[src/rtl/cache_arbiter.sv]
// Two-to-one arbiter between the L1 I-cache and L1 D-cache on the 256-bit line port.
// Ports: I-side read (addr/line/resp), D-side read+write-back (addr/line in/line out/resp),
//        registered downstream request (addr/line/read/write) and adaptor return (line/resp).
// Latency: grant adds one cycle, response adds one cycle; a single transaction in flight.
// Backpressure: clients hold their request until their resp pulse; inputs are ignored
//               outside IDLE, so only one downstream transaction is ever outstanding.
module cache_arbiter #(
  parameter int ARB_MODE = 0  // 0: round-robin on ties, 1: D-cache always wins ties
) (
  input  logic         clk,
  input  logic         rst,
  // I-cache side
  input  logic [31:0]  icache_address_i,
  input  logic         icache_read_i,
  output logic [255:0] icache_line_o,
  output logic         icache_resp_o,
  // D-cache side
  input  logic [31:0]  dcache_address_i,
  input  logic         dcache_read_i,
  input  logic         dcache_write_i,
  input  logic [255:0] dcache_line_i,
  output logic [255:0] dcache_line_o,
  output logic         dcache_resp_o,
  // Downstream (cacheline adaptor) side
  output logic [31:0]  mem_address_o,
  output logic [255:0] mem_line_o,
  output logic         mem_read_o,
  output logic         mem_write_o,
  input  logic [255:0] mem_line_i,
  input  logic         mem_resp_i
);

  typedef enum logic [1:0] {
    IDLE  = 2'd0,
    SERVE = 2'd1,
    RESP  = 2'd2
  } state_e;

  localparam logic GNT_I = 1'b0;
  localparam logic GNT_D = 1'b1;

  state_e        state_q, state_d;
  logic          grant_q, grant_d;            // client owning the current transaction
  logic          last_grant_q, last_grant_d;  // round-robin history
  logic          kind_q, kind_d;              // 1 = write-back, 0 = read
  logic [31:0]   addr_buf_q, addr_buf_d;
  logic [255:0]  wdata_buf_q, wdata_buf_d;
  logic [255:0]  rdata_buf_q, rdata_buf_d;

  logic          req_i;
  logic          req_d;
  logic          pick;  // winner of the IDLE arbitration

  assign req_i = icache_read_i;
  assign req_d = dcache_read_i | dcache_write_i;

  always_comb begin
    state_d      = state_q;
    grant_d      = grant_q;
    last_grant_d = last_grant_q;
    kind_d       = kind_q;
    addr_buf_d   = addr_buf_q;
    wdata_buf_d  = wdata_buf_q;
    rdata_buf_d  = rdata_buf_q;
    pick         = GNT_I;

    case (state_q)
      IDLE: begin
        if (req_i && req_d) begin
          pick = (ARB_MODE == 1) ? GNT_D : ~last_grant_q;
        end else begin
          pick = req_d;
        end

        if (req_i || req_d) begin
          state_d      = SERVE;
          grant_d      = pick;
          last_grant_d = pick;
          if (pick == GNT_D) begin
            // A write wins over a simultaneous read on the D side.
            kind_d     = dcache_write_i;
            addr_buf_d = dcache_address_i;
            if (dcache_write_i) begin
              wdata_buf_d = dcache_line_i;
            end
          end else begin
            kind_d     = 1'b0;
            addr_buf_d = icache_address_i;
          end
        end
      end

      SERVE: begin
        // Captured on writes too; the client simply never looks at it.
        if (mem_resp_i) begin
          rdata_buf_d = mem_line_i;
          state_d     = RESP;
        end
      end

      RESP: begin
        state_d = IDLE;
      end

      default: begin
        state_d = IDLE;
      end
    endcase
  end

  always_ff @(posedge clk) begin
    if (rst) begin
      state_q      <= IDLE;
      grant_q      <= GNT_I;
      last_grant_q <= GNT_I;
      kind_q       <= 1'b0;
      addr_buf_q   <= '0;
      wdata_buf_q  <= '0;
      rdata_buf_q  <= '0;
    end else begin
      state_q      <= state_d;
      grant_q      <= grant_d;
      last_grant_q <= last_grant_d;
      kind_q       <= kind_d;
      addr_buf_q   <= addr_buf_d;
      wdata_buf_q  <= wdata_buf_d;
      rdata_buf_q  <= rdata_buf_d;
    end
  end

  // Request strobes drop in RESP so the adaptor, already idle, does not restart.
  assign mem_read_o    = (state_q == SERVE) && !kind_q;
  assign mem_write_o   = (state_q == SERVE) &&  kind_q;
  assign mem_address_o = addr_buf_q;
  assign mem_line_o    = wdata_buf_q;

  assign icache_resp_o = (state_q == RESP) && (grant_q == GNT_I);
  assign dcache_resp_o = (state_q == RESP) && (grant_q == GNT_D);
  assign icache_line_o = rdata_buf_q;
  assign dcache_line_o = rdata_buf_q;

endmodule

[config.mk]
export PLATFORM = sky130hd
export DESIGN_NAME = cache_arbiter
export DESIGN_NICKNAME = d
export VERILOG_FILES = /design/src/rtl/cache_arbiter.sv
export SDC_FILE = /design/constraint.sdc
export NUM_CORES = 1
export LEC_CHECK = 0
export CAP_MARGIN = 20
export CORE_AREA = 4 4 545 547
export DETAILED_ROUTE_END_ITERATION = 8
export DIE_AREA = 0 0 549 551
export SKIP_LAST_GASP = 1
export SLEW_MARGIN = 5
export SYNTH_ARGS = -nofsm -noshare
export SYNTH_HDL_FRONTEND = slang
export SYNTH_SLANG_ARGS = --single-unit
[constraint.sdc]
create_clock -name clk -period 1.8 [get_ports clk]
set_input_delay 0.27 -clock clk [delete_from_list [all_inputs] [get_ports clk]]
set_output_delay 0.27 -clock clk [all_outputs]
set_load 0.03 [all_outputs]
==> results.tsv <==
metric	value	unit
dpl.cell_count	7686	
yosys.area.top_type	dfxtp_1	
timing.rr.start	state_q[1]	
synth_edf_count	0	
synth_top_flop_cell	dfxtp_1	
max-clock-path-buffers	4	
endpoint_kind	flip-flop	
utilization	15.1	%
setup_ws	-0.150	ns
fillers	33271	
status	complete, but fails checks	
cp-endpoint	mem_line_o[208]	
antenna_found_initial	157	
core_area	293000	µm²
drc	0	
netlist_top_cells_count	nand2_1 (578), dfxtp_1 (548), a21oi_1 (547), buf_4 (261), nand3_1 (256)	
grtUsageTotal	14.3	%
p_switching	13.9	mW
layout-drive-gt1-share	28.4	%
htree_levels	3	
vias	26680	
totalNegativeSetupSlack	-6.46	ns
r2r-end	mem_line_o[208]	
crit_path_start	state_q[1]	
routedWlPerCell	28.7	µm
maxSlewViolCount	0	
die_area	302000	µm²
met1_usage	15.3	%
synth_area_leaders	dfxtp_1 (50%), a21oi_1 (13%), nand2_1 (9.9%)	
regArea	11000	µm²
synthMostInstantiatedCell	nand2_1	
ys_seq_area_share	50.2	%
tightest_slew	0.883	ns
grt_pass1_vias	25237	
dr.pass1.iters	5	
syn_inst	2743	
pwr-share-seq	33.9	%
hold_viol	0	
drv_cap	0	
dp_hpwl	198	mm
clkTransAtPathRegs	0.06	ns
p_comb_share	27.3	%
rsz0062_at_grt	true	
cts_tree	done	
nets	4715	
p_int	26.0	mW
hold_path_class	in -> reg	
top_usage_layer	met2	
syn-num-nets	3325	
die_h	551	µm
cts.sinks	548	
viasPerCell	3.27	
yosysWarnings	0	
fp.dieW	549	µm
period_needed	1.95	ns
start_util	7.46	%
synth_top_area_share	50.2	%
io_pins	1386	
rrSetupSlack	-0.15	ns
powerDensity	905	nW/µm²
multi_input_area	8240	µm²
violations	setup timing	
setup_viol	129	
globalRouteOverflowTotal	0	
gp_congestion	0.900	
global_route.usage.met3	7.90	%
r2r_cells	8	
cts_buffers	77	
wirelength	234	mm
crit_path_start_kind	flip-flop	
clkPwrFrac	38.7	%
root_buffer	clkbuf_16	
fmax	513	MHz
required	2.49	ns
leakage	16.2	nW
async_reset_ff_share	0	%
max-vdd-ir-drop	0.000616	V
syn_avg_cell_area	7.96	µm²
fin_cells	8155	
clock_latency	0.79	ns
crit_fanout	5	
use_met2	23.1	%
post-route-period-util	108	%
drtIter0Drc	1932	
route.antenna.remaining_nets	0	
grt_max_degree	109	
grt_pass1_wl	282	mm
dp_slack	-0.315	ns
fp-row-count	199	
critical_path_arrival	2.64	ns
syn_area	21800	µm²
finClkSkew	0.0663	ns
switching_share	34.8	%
port_buffers	1385	
area_growth	102	%
critPathKind	reg -> reg	
ys_ff_latch	548	
synth_cell_types	24	
max_slew_margin	41.1	%
## sequential cells by signal, summed over array words and instances, names as in the netlist
signal / flops
last_grant_q: 1
mem_address_o: 32
dcache_line_o: 256
kind_q: 1
mem_line_o: 256
state_q: 2
## power by group through the flow
stage,clock [mW],combinational [mW],sequential [mW]
5_1_grt,16.4,11.5,13.6
3_5_place_dp,0,10.0,13.8
2_1_floorplan,0,2.98,15.1
6_report,15.4,10.9,13.5
3_3_place_gp,0,10.0,13.8
4_1_cts,16.1,10.4,13.5
## through the flow
step	power, mW	hold WS (ns)	instance area [µm²]
2_1_floorplan	18.1	0.406	21800
4_1_cts	40.0	0.000120	43000
3_5_place_dp	23.8	0.459	39000
6_report	39.9	0.0885	44000
3_3_place_gp	23.8	0.457	39000
5_1_grt	41.5	0.0493	44000
## worst min path at each step
stage,from,endpoint,cells after the start
5_1_grt,dcache_line_i[160],mem_line_o[160],3
3_3_place_gp,dcache_line_o[183],dcache_line_o[183],2
2_1_floorplan,mem_line_i[0],dcache_line_o[0],2
3_5_place_dp,dcache_line_o[45],dcache_line_o[45],2
4_1_cts,dcache_line_i[108],mem_line_o[108],3
6_report,dcache_line_i[107],mem_line_o[107],3
## cells in the final DEF, fill, tap and decap left out, types with 18 or more instances in the layout
master           netlist  layout
dlygate4sd3_1          0     250
clkdlybuf4s15_2        0     211
a21oi_2                0      19
dfxtp_2                0      23
buf_12                 0      79
nand3_1              256     241
a21oi_1              547     528
o21ai_1                7      42
clkbuf_16              0      89
diode_2                0      52
buf_4                261     353
o21ai_0              251     201
clkdlybuf4s50_1        0     579
a311oi_1              32      32
nand2_1              578     578
buf_2                 66     269
clkbuf_1             171      18
dfxtp_1              548     518
buf_6                  0      45
## critical path, cell delays in order, from the launching register on
cell and delay [ns]:
dfxtp_4 0.36, buf_12 0.13, buf_12 0.13, a211oi_4 0.33
buf_6 0.21, buf_12 0.11, clkbuf_16 0.13, nand3_1 0.26
a21oi_1 0.22
## cells by family after synthesis
logic type	after synthesis	synth area share (%)
and+or+nand+nor	848	16.2
DFF	548	50.2
AOI/OAI and AO/OA	841	20.0
buffers and inverters	506	13.6
## final cells by class
cell class                      count  share of cell area (%)
Antenna cell                       52                   0.295
Clock buffer                      103                    4.80
Clock inverter                     27                   0.662
Inverter                            1                  0.0256
Multi-Input combinational cell   1689                    18.7
Sequential cell                   548                    25.0
Tap cell                         3919                    11.1
Timing Repair Buffer             1816                    39.3
## timing repair
action,4_1_cts,5_1_grt
gates resized for setup,2275,150
cloned,0,15
endpoints found under the hold margin,292,0
hold buffers,250,0
endpoints found under the setup margin,574,115
buffers inserted,4,19
pin swaps,1,30
## routing by layer
| layer | share of wire, % | vias up |
|---|---|---|
| li1 | - | 11915 |
| met1 | 35 | 12587 |
| met2 | 45 | 1656 |
| met3 | 13 | 448 |
| met4 | 5.6 | 74 |
| met5 | 0.27 | - |
No activity file was read; power rests on OpenSTA's default activity.
